**config.mk**
```make
export PLATFORM = sky130hd
export DESIGN_NAME = rx_client_if
export DESIGN_NICKNAME = d
export VERILOG_FILES = /design/src/rtl/rx_client_if.sv
export SDC_FILE = /design/constraint.sdc
export NUM_CORES = 1
export LEC_CHECK = 0
export CAP_MARGIN = 20
export CORE_MARGIN = 2
export CORE_UTILIZATION = 45
export DETAILED_ROUTE_END_ITERATION = 8
export GPL_ROUTABILITY_DRIVEN = 0
export PLACE_DENSITY = 0.85
export SYNTH_ARGS = -nofsm -noshare
export SYNTH_HDL_FRONTEND = slang
export SYNTH_SLANG_ARGS = --single-unit
```
**constraint.sdc**
```tcl
create_clock -name rxclk -period 5.3 [get_ports rxclk]
set_input_delay 0.795 -clock rxclk [delete_from_list [all_inputs] [get_ports rxclk]]
set_output_delay 0.795 -clock rxclk [all_outputs]
set_load 0.02 [all_outputs]
```
**src/rtl/rx_client_if.sv**
```systemverilog
// Receive client interface: two-stage data pipeline with SOF/EOF marking, frame length and
// CRC-status resolution. Define RX_STATS_EN to build the good/bad/byte statistics counters.
module rx_client_if #(
  parameter int          TP             = 1,
  parameter int unsigned MAX_LEN        = 1518,
  parameter int unsigned STATUS_TIMEOUT = 16
) (
  input  logic        rxclk,
  input  logic        reset,
  input  logic [63:0] rx_data,
  input  logic [7:0]  rx_data_valid,
  input  logic        crc_ok,
  input  logic        crc_err,
  output logic [63:0] client_data,
  output logic [7:0]  client_valid,
  output logic        client_sof,
  output logic        client_eof,
  output logic        client_good_frame,
  output logic        client_bad_frame,
  output logic [15:0] frame_len,
  output logic [31:0] stat_frames_ok,
  output logic [31:0] stat_frames_bad,
  output logic [31:0] stat_bytes
);

  localparam logic [1:0] IDLE        = 2'd0;
  localparam logic [1:0] DATA        = 2'd1;
  localparam logic [1:0] WAIT_STATUS = 2'd2;

  localparam int unsigned TmoW = $clog2(STATUS_TIMEOUT + 2);

  // TP is kept for instantiation compatibility only; no delay is modelled in this RTL.
  if (TP < 0) begin : g_tp_invalid
    $error("rx_client_if: TP must be non-negative");
  end

  logic [1:0]      r_state, w_state;
  logic [15:0]     r_len, w_len;
  logic            r_nc, w_nc;
  logic [TmoW-1:0] r_tmo, w_tmo;
  logic            r_got_ok, w_got_ok;
  logic            r_got_err, w_got_err;

  logic [63:0] r_hold_data;
  logic [7:0]  r_hold_valid;
  logic        r_hold_sof, r_hold_eof;

  logic [63:0] r_client_data;
  logic [7:0]  r_client_valid;
  logic        r_client_sof, r_client_eof;
  logic        r_good, r_bad;
  logic [15:0] r_frame_len;

  logic        w_sof, w_eof, w_force_eof, w_good, w_bad, w_start;
  logic [3:0]  w_cnt;
  logic        w_contig;
  logic [16:0] w_sum;
  logic [15:0] w_len_acc;
  logic        w_ok, w_err, w_len_bad;

  always_comb begin
    w_cnt = 4'd0;
    for (int i = 0; i < 8; i++) begin
      w_cnt = w_cnt + {3'b000, rx_data_valid[i]};
    end
  end

  // A legal mask is a run of ones from bit 0, so adding one clears every set bit.
  assign w_contig  = ((rx_data_valid & (rx_data_valid + 8'd1)) == 8'd0);
  assign w_sum     = {1'b0, r_len} + {13'd0, w_cnt};
  assign w_len_acc = w_sum[16] ? 16'hFFFF : w_sum[15:0];
  assign w_ok      = r_got_ok | crc_ok;
  assign w_err     = r_got_err | crc_err;
  assign w_len_bad = ({16'd0, r_len} > MAX_LEN) || (r_len < 16'd64);

  always_comb begin
    w_state     = r_state;
    w_len       = r_len;
    w_nc        = r_nc;
    w_tmo       = r_tmo;
    w_got_ok    = r_got_ok;
    w_got_err   = r_got_err;
    w_sof       = 1'b0;
    w_eof       = 1'b0;
    w_force_eof = 1'b0;
    w_good      = 1'b0;
    w_bad       = 1'b0;
    w_start     = 1'b0;

    case (r_state)
      IDLE: begin
        if (rx_data_valid != 8'h00) w_start = 1'b1;
      end
      DATA: begin
        if (rx_data_valid == 8'hFF) begin
          w_len = w_len_acc;
        end else if (rx_data_valid == 8'h00) begin
          // The held word becomes the last word; it reaches the output one cycle sooner,
          // so the timeout count starts one ahead.
          w_force_eof = 1'b1;
          w_state     = WAIT_STATUS;
          w_tmo       = TmoW'(1);
          w_got_ok    = crc_ok;
          w_got_err   = crc_err;
        end else begin
          w_eof     = 1'b1;
          w_len     = w_len_acc;
          w_nc      = r_nc | ~w_contig;
          w_state   = WAIT_STATUS;
          w_tmo     = '0;
          w_got_ok  = crc_ok;
          w_got_err = crc_err;
        end
      end
      WAIT_STATUS: begin
        if (rx_data_valid != 8'h00) begin
          w_bad   = 1'b1;
          w_start = 1'b1;
        end else if (w_ok || w_err) begin
          w_state = IDLE;
          if (w_ok && !w_err && !w_len_bad && !r_nc) w_good = 1'b1;
          else                                       w_bad  = 1'b1;
        end else if (r_tmo >= TmoW'(STATUS_TIMEOUT)) begin
          w_state = IDLE;
          w_bad   = 1'b1;
        end else begin
          w_tmo = r_tmo + TmoW'(1);
        end
      end
      default: w_state = IDLE;
    endcase

    if (w_start) begin
      w_sof = 1'b1;
      w_len = {12'd0, w_cnt};
      w_nc  = ~w_contig;
      if (rx_data_valid == 8'hFF) begin
        w_state = DATA;
      end else begin
        w_eof     = 1'b1;
        w_state   = WAIT_STATUS;
        w_tmo     = '0;
        w_got_ok  = crc_ok;
        w_got_err = crc_err;
      end
    end
  end

  always_ff @(posedge rxclk) begin
    if (!reset) begin
      r_state        <= IDLE;
      r_len          <= '0;
      r_nc           <= 1'b0;
      r_tmo          <= '0;
      r_got_ok       <= 1'b0;
      r_got_err      <= 1'b0;
      r_hold_data    <= '0;
      r_hold_valid   <= '0;
      r_hold_sof     <= 1'b0;
      r_hold_eof     <= 1'b0;
      r_client_data  <= '0;
      r_client_valid <= '0;
      r_client_sof   <= 1'b0;
      r_client_eof   <= 1'b0;
      r_good         <= 1'b0;
      r_bad          <= 1'b0;
      r_frame_len    <= '0;
    end else begin
      r_state        <= w_state;
      r_len          <= w_len;
      r_nc           <= w_nc;
      r_tmo          <= w_tmo;
      r_got_ok       <= w_got_ok;
      r_got_err      <= w_got_err;
      r_hold_data    <= rx_data;
      r_hold_valid   <= rx_data_valid;
      r_hold_sof     <= w_sof;
      r_hold_eof     <= w_eof;
      r_client_data  <= r_hold_data;
      r_client_valid <= r_hold_valid;
      r_client_sof   <= r_hold_sof;
      r_client_eof   <= r_hold_eof | w_force_eof;
      r_good         <= w_good;
      r_bad          <= w_bad;
      if (r_hold_eof || w_force_eof) r_frame_len <= r_len;
    end
  end

  assign client_data       = r_client_data;
  assign client_valid      = r_client_valid;
  assign client_sof        = r_client_sof;
  assign client_eof        = r_client_eof;
  assign client_good_frame = r_good;
  assign client_bad_frame  = r_bad;
  assign frame_len         = r_frame_len;

`ifdef RX_STATS_EN
  logic [31:0] r_stat_ok, r_stat_bad, r_stat_bytes;

  always_ff @(posedge rxclk) begin
    if (!reset) begin
      r_stat_ok    <= '0;
      r_stat_bad   <= '0;
      r_stat_bytes <= '0;
    end else begin
      if (w_good) begin
        r_stat_ok    <= r_stat_ok + 32'd1;
        r_stat_bytes <= r_stat_bytes + {16'd0, r_len};
      end
      if (w_bad) r_stat_bad <= r_stat_bad + 32'd1;
    end
  end

  assign stat_frames_ok  = r_stat_ok;
  assign stat_frames_bad = r_stat_bad;
  assign stat_bytes      = r_stat_bytes;
`else
  assign stat_frames_ok  = '0;
  assign stat_frames_bad = '0;
  assign stat_bytes      = '0;
`endif

endmodule

```
==> results.txt <==
IO buf count: 167
Sw Pwr: 877 uW
Placed instance count: 1,061
Hold path depth: 1
Status: completed
Most frequent CP cell: fa_1
Commonest non-fill, non-tap cell in the layout: dfxtp_1
First-pass GRT wire length: 21.5 mm
Clock power frac: 38.8%
Most frequent cells in the layout: dfxtp_1, clkdlybuf4s50_1, and2_1, conb_1, nand2_1
Max-cap viol count: 0
Sequential share of power: 47.8%
Slew margin rel.: 43.8%
Startpoint types: input pin
Hold Startpoint: r_hold_data[40]
Worst Path Required: 5.60 ns
Fraction of layout cells with a size suffix above 1: 4.90%
Worst-skew pair later-pin latency: 0.43 ns
Vias per inst: 4.48
EDFF count, synth: 0
Final setup violation count: 0
CTS Buffer Depth: 2
Hold EP: client_data[40]
Critical setup path kind: in -> reg
CP Max Fanout: 6
Num ports: 264
Yosys cell types: 54
Power Internal: 2.34 mW
Die height: 131 um
1st-pass router iterations: 5
Power Total: 3.21 mW
P per Cell Area: 345 mW/mm2
Hold Buf Count CTS: 0
WP data arrival: 5.26 ns
Area delta synth->final: 29.0%
Fill cells: 1,320
Slowest stage delay, CP: 0.67 ns
H-Tree Depth: 4
Die Wd: 131 um
Die Footprint: 0.0171 mm2
Reg2Reg Depth: 6
Non-filler cells, final: 1,093
Maximum clock frequency: 202 MHz
Clk sinks: 192
Number of global-route vias before repair: 4,292
Syn Area/Cell: 10.3 um2
TNS Setup: 0 ns
Top delay family on crit path: adder cells
Logic pwr share: 13.4%
CP Cell Sequence: clkdlybuf4s50_1 > fa_1 > inv_1 > fa_1 > fa_1 > inv_1 > ha_1 > inv_1 > fa_1 > xnor2_1 > ha_1 > and3_1 > a22oi_1 > nor4_1 > nor3b_1 > nor3_1
Final Hold Violating Endpoints: 0
Sequential share of the synthesized area: 53.3%
Synth Cell Area: 0.00722 mm2
Peak supply drop: 0.221 mV
Switching Fraction: 27.3%
Asr flop ratio synth: 0%
Global-route usage over all layers: 16.3%
Initial Utilization: 45.8%
Cell area after layout: 0.00931 mm2
DRC errors left: 0
R2r startpoint: r_len[0]
Core Region: 0.0158 mm2
Post-synthesis cell count: 704
Min Tclk post-route: 4.95 ns
HPWL reported at the end of detailed placement: 10.1 mm
Area share of the largest cell type after synthesis: 53.3%
Seq cells post-synth: 192
Via count: 4,898
R2R Setup Slk: 2.99 ns
CP max-delay cell: nor4_1
Aggregate global routing overflow: 0
Ratio of final minimum period to clock period: 93.5%
Clock transition at path regs: 0.07 ns
Fin. max-slew vios: 0
Wire length per cell: 13.0 um
CTS tree: built
Initial antenna violation count: 0
Worst Tran Pin Value: 0.836 ns
Final nets: 960
Routed WL: 14.2 mm
Critical path endpoint category: register
TritonCTS buffer count: 17
Min-delay worst type: reg -> reg
Placed instance area: 0.00871 mm2
Antenna cell count: 0
Worst path bufs/invs: 4
Root buf cell: clkbuf_16
Yosys top cell by area: dfxtp_1
Leakage: 3.80 nW
Primary FF master, synth: dfxtp_1
RSZ-0062 raised after global routing: no
Area contributors post-synth: dfxtp_1, and2_1, buf_4
ANT nets after route: 0
Synth Warn #: 0
Core Rows: 46
Post_cts resized: 0
R2R Path End: r_len[10]
Max Clock Skew: 0.00748 ns
Post-CTS setup buffer count: 0
Pin count of the biggest net entering global routing: 96
Iteration-0 DRC Markers: 311
-- cell usage after synthesis (14+ instances only) --
| cell | n |
|---|---|
| o21ai_0 | 17 |
| clkbuf_1 | 27 |
| nor2b_1 | 20 |
| dfxtp_1 | 192 |
| nor3_1 | 18 |
| nand3_1 | 14 |
| mux2i_1 | 17 |
| ha_1 | 15 |
| inv_1 | 20 |
| buf_4 | 96 |
| nand2_1 | 21 |
| and2_1 | 146 |
-- area by class of cell --
type	instances	area (um2)	area share (%)
sequential	192	3840	41.3
multi-input combinational	461	2820	30.3
timing repair buffer	172	1710	18.3
clock buffer	18	429	4.61
tap	216	270	2.90
clock inverter	14	165	1.77
inverter	20	75.1	0.807
-- cells by family (layout without fill, tap and decap cells) --
group | count (synthesis) | in the layout | synth area share [%]
other | 1 | 96 | 0.0520
multiplexers | 17 | 17 | 2.36
XOR/XNOR | 7 | 7 | 0.850
flip-flops | 192 | 192 | 53.3
adder cells (fa/ha/maj) | 20 | 20 | 3.99
AO/OA/AOI/OAI | 59 | 59 | 5.22
AND/OR/NAND/NOR | 262 | 262 | 21.6
buffers and inverters | 146 | 224 | 12.6
-- per-stage QoR --
step | setup slack [ns] | hold slack, ns | util [%]
final | 0.346 | 0.430 | 59.0
after global routing | 0.00486 | 0.448 | 59.0
after CTS | 0.364 | 0.435 | 59.0
after detailed placement | -0.0848 | 0.417 | 55.3
after global placement | 0.0525 | 0.413 | 55.3
after floorplan | 0.803 | 0.412 | -
-- worst reg2reg max path, cell delays in order (launching register included) --
cell and delay, ns:
dfxtp_1 0.41, ha_1 0.23, fa_1 0.23, a31oi_1 0.18, nor3_1 0.72, a31oi_1 0.18
a311oi_1 0.26
-- worst max-delay path by stage --
stage	startpoint	to	slack, ns	depth (start not counted)
after floorplan	rx_data_valid[0]	r_len[15]	0.80	15
after global routing	rx_data_valid[0]	r_len[13]	0.005	16
after detailed placement	rx_data_valid[0]	r_len[10]	-0.08	15
after CTS	rx_data_valid[0]	r_len[10]	0.36	15
after global placement	rx_data_valid[0]	r_len[10]	0.05	15
final	rx_data_valid[0]	r_len[13]	0.35	16
-- state kept, by name, indices dropped and copies added (netlist names), named ones only --
name	cells
client_sof	1
client_valid	8
client_bad_frame	1
r_len	16
r_hold_sof	1
client_good_frame	1
r_tmo	5
r_hold_valid	8
r_state	2
client_eof	1
r_nc	1
r_hold_eof	1
r_hold_data	64
frame_len	16
client_data	64
-- power groups by stage --
stage               clock network, mW  logic (mW)  registers [mW]
floorplan                           0       0.295            1.60
global placement                    0       0.414            1.57
detailed placement                  0       0.428            1.57
CTS                              1.28       0.430            1.54
global route                     1.34       0.471            1.54
finish                           1.25       0.429            1.54
-- layer usage --
layer | vias up | track usage, % | part of all wire [%]
met5 | - | 0 | 0
met4 | 0 | 5.63 | 1.3
met3 | 13 | 4.80 | 7.3
met2 | 216 | 28.6 | 50
met1 | 2254 | 18.9 | 41
li1 | 2415 | - | -
Note: power is estimated with default switching activity, not from simulation.
